File: src/rtl/uart_tx_frame_cfg.sv
// uart_tx_frame_cfg: configurable UART transmitter (5..8 data bits, none/even/odd
// parity, 1/2 stop bits) fed by a small byte FIFO with valid/ready upstream.
// Frames go out LSB first; back-to-back frames have no idle gap between them.
module uart_tx_frame_cfg #(
    parameter int CLK_MHZ    = 50,
    parameter int BAUDRATE   = 9600,
    parameter int DATA_BITS  = 8,
    parameter int PARITY     = 0,
    parameter int STOP_BITS  = 1,
    parameter int FIFO_DEPTH = 4
) (
    input  logic                              clk,
    input  logic                              arstn,
    input  logic                              up_valid,
    output logic                              up_ready,
    input  logic [7:0]                        up_data,
    output logic                              tx,
    output logic                              busy,
    output logic                              frame_done,
    output logic [$clog2(FIFO_DEPTH+1)-1:0]   fifo_level
);

    // Clocks per bit; computed wide so large CLK_MHZ values cannot overflow.
    localparam longint DIV_L = (longint'(CLK_MHZ) * 64'd1_000_000) / longint'(BAUDRATE);
    localparam int     DIV   = int'(DIV_L);
    localparam int     CW    = (DIV > 2) ? $clog2(DIV) : 1;
    localparam int     AW    = $clog2(FIFO_DEPTH);
    localparam int     LW    = $clog2(FIFO_DEPTH + 1);

    localparam logic [CW-1:0] LAST_CNT  = CW'(DIV - 1);
    localparam logic [2:0]    LAST_DATA = 3'(DATA_BITS - 1);
    localparam logic [2:0]    LAST_STOP = 3'(STOP_BITS - 1);
    localparam logic [7:0]    MASK      = 8'((1 << DATA_BITS) - 1);
    localparam logic          PAR_INV   = (PARITY == 2);
    localparam logic          HAS_PAR   = (PARITY != 0);

    // Reject illegal configurations at elaboration time.
    generate
        if (DIV < 2) begin : g_bad_div
            $error("uart_tx_frame_cfg: DIV must be >= 2");
        end
        if (DATA_BITS < 5 || DATA_BITS > 8) begin : g_bad_data
            $error("uart_tx_frame_cfg: DATA_BITS must be 5..8");
        end
        if (PARITY < 0 || PARITY > 2) begin : g_bad_par
            $error("uart_tx_frame_cfg: PARITY must be 0, 1 or 2");
        end
        if (STOP_BITS < 1 || STOP_BITS > 2) begin : g_bad_stop
            $error("uart_tx_frame_cfg: STOP_BITS must be 1 or 2");
        end
        if (FIFO_DEPTH < 2 || (FIFO_DEPTH & (FIFO_DEPTH - 1)) != 0) begin : g_bad_depth
            $error("uart_tx_frame_cfg: FIFO_DEPTH must be a power of two >= 2");
        end
    endgenerate

    // ---------------- byte FIFO ----------------
    logic [7:0]    mem [FIFO_DEPTH];
    logic [AW-1:0] wr_ptr, rd_ptr;
    logic [LW-1:0] level;
    logic          push, pop, fifo_empty;
    logic [7:0]    head;

    // Ready depends only on registered level, so a full FIFO refuses a push
    // even in a cycle where the transmitter pops.
    assign up_ready   = (level != LW'(FIFO_DEPTH));
    assign fifo_empty = (level == '0);
    assign push       = up_valid && up_ready;
    assign head       = mem[rd_ptr] & MASK;
    assign fifo_level = level;

    // Storage array carries no reset; only pointers/level define validity.
    always_ff @(posedge clk) begin
        if (push) mem[wr_ptr] <= up_data;
    end

    // Pointers wrap naturally at the power-of-two depth; level tracks occupancy.
    always_ff @(posedge clk or negedge arstn) begin
        if (!arstn) begin
            wr_ptr <= '0;
            rd_ptr <= '0;
            level  <= '0;
        end else begin
            if (push) wr_ptr <= wr_ptr + AW'(1);
            if (pop)  rd_ptr <= rd_ptr + AW'(1);
            case ({push, pop})
                2'b10:   level <= level + LW'(1);
                2'b01:   level <= level - LW'(1);
                default: level <= level;
            endcase
        end
    end

    // ---------------- transmit FSM ----------------
    typedef enum logic [2:0] {
        S_IDLE,
        S_START,
        S_DATA,
        S_PARITY,
        S_STOP
    } state_t;

    state_t        state_q, state_d;
    logic [CW-1:0] cnt_q, cnt_d;
    logic [2:0]    bit_q, bit_d;
    logic [7:0]    byte_q, byte_d;
    logic          tx_q, tx_d;
    logic          bit_end;
    logic          par_bit;

    assign bit_end = (cnt_q == LAST_CNT);
    // Byte is masked at latch time, so the XOR covers exactly the sent bits.
    assign par_bit = (^byte_q) ^ PAR_INV;
    assign tx      = tx_q;
    assign busy    = (state_q != S_IDLE);

    // State, baud counter, bit index, held byte and line register.
    always_ff @(posedge clk or negedge arstn) begin
        if (!arstn) begin
            state_q <= S_IDLE;
            cnt_q   <= '0;
            bit_q   <= '0;
            byte_q  <= '0;
            tx_q    <= 1'b1;
        end else begin
            state_q <= state_d;
            cnt_q   <= cnt_d;
            bit_q   <= bit_d;
            byte_q  <= byte_d;
            tx_q    <= tx_d;
        end
    end

    // Next-state logic; tx_d is the line value for the following cycle, so the
    // line switches on the same edge the state does.
    always_comb begin
        state_d    = state_q;
        cnt_d      = cnt_q;
        bit_d      = bit_q;
        byte_d     = byte_q;
        tx_d       = tx_q;
        pop        = 1'b0;
        frame_done = 1'b0;

        if (state_q != S_IDLE) begin
            cnt_d = bit_end ? '0 : cnt_q + CW'(1);
        end

        case (state_q)
            S_IDLE: begin
                tx_d = 1'b1;
                if (!fifo_empty) begin
                    pop     = 1'b1;
                    byte_d  = head;
                    state_d = S_START;
                    cnt_d   = '0;
                    tx_d    = 1'b0;
                end
            end
            S_START: begin
                if (bit_end) begin
                    state_d = S_DATA;
                    bit_d   = '0;
                    tx_d    = byte_q[0];
                end
            end
            S_DATA: begin
                if (bit_end) begin
                    if (bit_q == LAST_DATA) begin
                        bit_d = '0;
                        if (HAS_PAR) begin
                            state_d = S_PARITY;
                            tx_d    = par_bit;
                        end else begin
                            state_d = S_STOP;
                            tx_d    = 1'b1;
                        end
                    end else begin
                        bit_d = bit_q + 3'd1;
                        tx_d  = byte_q[bit_d];
                    end
                end
            end
            S_PARITY: begin
                if (bit_end) begin
                    state_d = S_STOP;
                    bit_d   = '0;
                    tx_d    = 1'b1;
                end
            end
            S_STOP: begin
                if (bit_end) begin
                    if (bit_q == LAST_STOP) begin
                        frame_done = 1'b1;
                        bit_d      = '0;
                        // Chain straight into the next frame when data waits.
                        if (!fifo_empty) begin
                            pop     = 1'b1;
                            byte_d  = head;
                            state_d = S_START;
                            tx_d    = 1'b0;
                        end else begin
                            state_d = S_IDLE;
                            tx_d    = 1'b1;
                        end
                    end else begin
                        bit_d = bit_q + 3'd1;
                    end
                end
            end
            default: begin
                state_d = S_IDLE;
                tx_d    = 1'b1;
            end
        endcase
    end

endmodule

File: config.mk
export PLATFORM = sky130hd
export DESIGN_NAME = uart_tx_frame_cfg
export DESIGN_NICKNAME = d
export VERILOG_FILES = /design/src/rtl/uart_tx_frame_cfg.sv
export SDC_FILE = /design/constraint.sdc
export NUM_CORES = 1
export LEC_CHECK = 0
export ABC_CLOCK_PERIOD_IN_PS = 4900
export CAP_MARGIN = 10
export CORE_MARGIN = 2
export CORE_UTILIZATION = 45
export DETAILED_ROUTE_END_ITERATION = 16
export SLEW_MARGIN = 15
export SYNTH_ARGS = -nofsm -noshare
export SYNTH_HDL_FRONTEND = slang
export SYNTH_SLANG_ARGS = --single-unit
File: constraint.sdc
create_clock -name clk -period 4.9 [get_ports clk]
set_input_delay 0.98 -clock clk [delete_from_list [all_inputs] [get_ports clk]]
set_output_delay 0.98 -clock clk [all_outputs]
set_load 0.02 [all_outputs]
; Word-level counts from Yosys, hierarchy flattened
; Memory sizes are Yosys's and may differ from the RTL's.
; Index checks and enable logic that the tools add are counted.
[totals]
memories = 1
output_inout_bits = 7
rom_bits = 0
wordCells = 89
register_bits = 35
mem_bits_rw = 32
latch_bits = 0
inputBits = 11
[mem_list]
columns = name, depth, word_bits, rd, rd_clocked_by_memory_dff, wr, line_no
row1 = mem, 4, 8, 1, 0, 1, 57  ; logic [7:0] mem [FIFO_DEPTH];
[op_classes]
reduce_logical = 13
magnitude_cmp = 1
muxes = 43
shifts = 0
div = 0
mul = 0
eq_ne = 17
bitwise = 0
add_sub_neg = 6
[op_table]
columns = operator, n
row1 = 13-bit 2-to-1 mux, 4
row2 = 3-bit 2-to-1 mux, 12
row3 = 8-bit 2-to-1 mux, 3
row4 = 1-bit 2-to-1 mux, 17
row5 = 8-bit case mux with 2 select lines, 1
row6 = 3-bit case mux with 5 select lines, 1
row7 = "2-bit inequality test, second input constant", 7
row8 = "13-bit by 1-bit adder with 13-bit output, second input constant", 1
row9 = "13-bit equality test, second input constant", 1
row10 = 3-bit zero test, 3
row11 = 3-bit case mux with 3 select lines, 1
row12 = 7-bit AND reduction, 1
row13 = "3-bit by 1-bit adder with 3-bit output, second input constant", 2
row14 = "3-bit by 2-bit equality test with 1-bit output, second input constant", 2
row15 = "3-bit equality test, second input constant", 2
row16 = 3-bit case mux with 2 select lines, 1
row17 = 3-bit nonzero test, 2
row18 = 1-bit case mux with 5 select lines, 1
row19 = 5-bit AND reduction, 1
row20 = "2-bit by 1-bit adder with 2-bit output, second input constant", 2
row21 = "3-bit by 4-bit less-than comparator with 1-bit output, second input constant", 1
row22 = 4-bit AND reduction, 1
row23 = 2-bit nonzero test, 2
row24 = 1-bit binary-select mux with 3-bit select, 1
row25 = 10 further kinds, 10

; Longest topological paths before layout
[logic_depth]
depth_word = 7
mapped_depth = 13
depth_no_buf = 12

; Worst setup path after synthesis
; OpenSTA, ideal clock, no wires.
[synth_path]
path_type = flip-flop to output port
start = reg cnt_q[0]
end = out frame_done
stages_incl_launch_ff = 6
path_slack_ns = 2.173
path_buffers = 1
required_time_ns = 3.920
arrival_time_ns = 1.747
cell_sequence = dfrtp_1 > ha_1 > and4b_1 > buf_2 > nand3_1 > nor4_1
[synth_between]
elab_chain_len = 3
[synth_rtl]
columns = element, line_no
row1 = start: declaration, 103  ; logic [CW-1:0] cnt_q, cnt_d;
row2 = start signal: assignment, 126  ; cnt_q <= cnt_d;
row3 = 13-bit equality test, 110  ; assign bit_end = (cnt_q == LAST_CNT);
row4 = 1-bit 2-to-1 mux, 191  ; if (bit_end) begin
row5 = 1-bit 2-to-1 mux, 148  ; case (state_q)
row6 = end: declaration, 19  ; output logic frame_done,
; Every way passes these cells.

; Worst setup path in the final report
; Same ends and word-level chain as after synthesis.

==> impl_metrics.json <==
{
  "arrival_ps": 2500,
  "fin_skew_ps": 9.351,
  "clk_pin_slew_ps": 70,
  "grt_use_met1_pct": 22.69,
  "maxSlewViolCount": 0,
  "status": "completed",
  "cts_tree": "yes",
  "vias": 1987,
  "rrSetupSlack_ps": 2020,
  "n_antenna_cell": 0,
  "p_sw_mw": 0.3745,
  "busiest_layer": "met2",
  "hold_class": "reg2reg",
  "syn_inst": 246,
  "p_total_mw": 1.373,
  "swShare_pct": 27.27,
  "dp_hpwl_mm": 3.829,
  "die_w_um": 88.75,
  "gp_congestion": 0.7845,
  "die_h_um": 88.75,
  "initial_core_util_pct": 47.05,
  "via_per_inst": 5.429,
  "place_area_mm2": 0.003461,
  "timing.rr.end": "fifo_level[2]",
  "r2r_start": "cnt_q[0]",
  "drtAntennaViolNets": 0,
  "pwr-share-comb_pct": 14.6,
  "dominantRegCellSynth": "dfrtp_1",
  "fin_nets": 286,
  "num_rows": 30,
  "period_needed_ps": 3479,
  "pin_count": 18,
  "maxCapViolations": 0,
  "p_per_area_mw_per_mm2": 375.2,
  "cell_internal_pwr_mw": 0.9990,
  "cp-start-kind": "flop",
  "clock_sinks": 67,
  "startpoint": "cnt_q[0]",
  "leakage_nw": 1.450,
  "gr-total-overflow": 0,
  "synth_top_area_share_pct": 29.73,
  "wl_per_cell_um": 15.38,
  "yosys.area.top_type": "edfxtp_1",
  "syn_avg_cell_area_um2": 13.14,
  "areaGrowthSynthToFinish_pct": 13.28,
  "hold_violations": 0,
  "crit_fanout": 7,
  "cp.required_ps": 3920,
  "detail_route.iter0.violations": 75,
  "vdd_ir_drop_max_mv": 0.2292,
  "crit_path_end": "frame_done",
  "final_cell_mix": "34 x dfrtp_1, 32 x edfxtp_1, 17 x inv_1, 16 x clkdlybuf4s50_1, 15 x nand3_1",
  "async_flop_share_pct": 52.24,
  "clkPwrFrac_pct": 34.2,
  "portBuffers": 17,
  "fin_ws_ps": 1421,
  "synth_area_leaders": "edfxtp_1 30%, dfrtp_1 26%, mux4_2 6.3%",
  "r2r_cells": 11,
  "synth_nets": 267,
  "grt_start_max_net_pins": 36,
  "final_common_cell": "dfrtp_1",
  "drive_gt1_share_pct": 16.67,
  "grtUsageMet2_pct": 24.97,
  "postLayoutCoreUtil_pct": 53.30,
  "rsz0062_at_grt": "no",
  "htreeDepth": 3,
  "yosys_warnings": 0,
  "ys_ff_latch": 67,
  "cts_buffers": 9,
  "drc": 0,
  "place_worst_setup_slack_ps": 1802,
  "syn_area_mm2": 0.003232,
  "cts-root-buf": "clkbuf_8",
  "core_area_mm2": 0.006869,
  "worstMarginPinSlew_ps": 982.9,
  "ys_seq_area_share_pct": 56.87,
  "gr-usage-met3_pct": 3.638,
  "clockBufferDepth": 2,
  "tns_ps": 0,
  "insertion_delay_ps": 340,
  "period_share_pct": 71.01,
  "cts_setup_buffers": 0,
  "worstSetupEndpointType": "output port",
  "dr.pass1.iters": 4,
  "seq_power_share_pct": 51.2,
  "slew_headroom_pct": 34.16,
  "setup_viol": 0,
  "wl_mm": 5.629,
  "grt_pass1_wl_mm": 9.577,
  "dp.cells": 350,
  "criticalPathCategory": "reg2out",
  "die_area_mm2": 0.007876,
  "final-instance-count-excl-fill": 366,
  "hold_buffers": 0,
  "fmax_mhz": 287.4,
  "antenna_found_initial": 0,
  "cts-resized-gates": 0,
  "yosys.cell_types.count": 52,
  "finalInstanceArea_mm2": 0.003661,
  "grt_pass1_vias": 1973,
  "whs_ps": 516.8,
  "synth_edf_count": 32,
  "grtUsageTotal_pct": 16.32
}
## cell families (layout without fill, tap and decap cells)
logic type / after synthesis / after routing / synth area share [%]
adder cells (fa/ha/maj): 10 / 10 / 4.104
flip-flops: 67 / 67 / 56.87
XOR/XNOR: 8 / 8 / 2.168
AO/OA/AOI/OAI: 39 / 39 / 8.053
AND/OR/NAND/NOR: 70 / 70 / 12.23
buffers and inverters: 26 / 50 / 3.716
multiplexers: 26 / 26 / 12.85
## cell type report
cell class,count,area (um^2)
fillers,593,3208
flip-flops and latches,67,1838
multi-input cells,153,1274
repair buffers,17,165.2
clock buffers,9,123.9
well taps,96,120.1
clock inverters,7,76.32
inverters,17,63.81
## routing by layer
| metal | vias to the layer above | share of wire (%) |
|---|---|---|
| met5 | - | 0 |
| met1 | 986 | 49 |
| met4 | 0 | 1.4 |
| met2 | 31 | 47 |
| met3 | 8 | 2.6 |
| li1 | 962 | - |
## Yosys cell counts, types with 2 or more instances
| cell type | count |
|---|---|
| dfrtp_1 | 34 |
| edfxtp_1 | 32 |
| inv_1 | 17 |
| nand3_1 | 15 |
| nand2_1 | 12 |
| nor2_1 | 11 |
| a21oi_1 | 9 |
| ha_1 | 9 |
| mux4_2 | 9 |
| and3_1 | 7 |
| mux2_4 | 7 |
| o21ai_0 | 7 |
| a31oi_1 | 6 |
| mux2_2 | 6 |
| xnor2_1 | 5 |
| mux2i_1 | 4 |
| o31ai_1 | 4 |
| a22o_1 | 3 |
| buf_2 | 3 |
| nand2b_1 | 3 |
| nor3_1 | 3 |
| or3_1 | 3 |
| xor2_1 | 3 |
| and2_1 | 2 |
| buf_6 | 2 |
| clkbuf_1 | 2 |
| nor2b_1 | 2 |
| or4_1 | 2 |
## worst max-delay path: stages (launching register included)
cell	delay [ps]
dfrtp_1	390
ha_1	270
and4b_1	360
nand3_1	180
nor4_1	300
clkdlybuf4s50_1	660
## flip-flops by register name, indices dropped and copies added (netlist names)
signal	count
bit_q	3
tx	1
cnt_q	13
fifo_level	3
byte_q	8
rd_ptr	2
wr_ptr	2
mem	32
state_q	3
## power by group through the flow
stage	clock (mW)	sequential [mW]	combinational [mW]
6_report	0.470	0.703	0.201
5_1_grt	0.505	0.710	0.227
4_1_cts	0.480	0.704	0.208
3_5_place_dp	0	0.715	0.206
3_3_place_gp	0	0.714	0.202
2_1_floorplan	0	0.722	0.113
## how the worst min path moves through the flow
stage / start / to / slack, ps / cells past startpoint
after CTS: byte_q[3] / byte_q[3] / 520 / 1
after global placement: byte_q[5] / byte_q[5] / 500 / 1
final: byte_q[2] / byte_q[2] / 520 / 1
after floorplan: byte_q[7] / byte_q[7] / 470 / 1
after detailed placement: byte_q[3] / byte_q[3] / 500 / 1
after global routing: byte_q[5] / byte_q[5] / 540 / 1
Power figures use the tool's default switching activity.
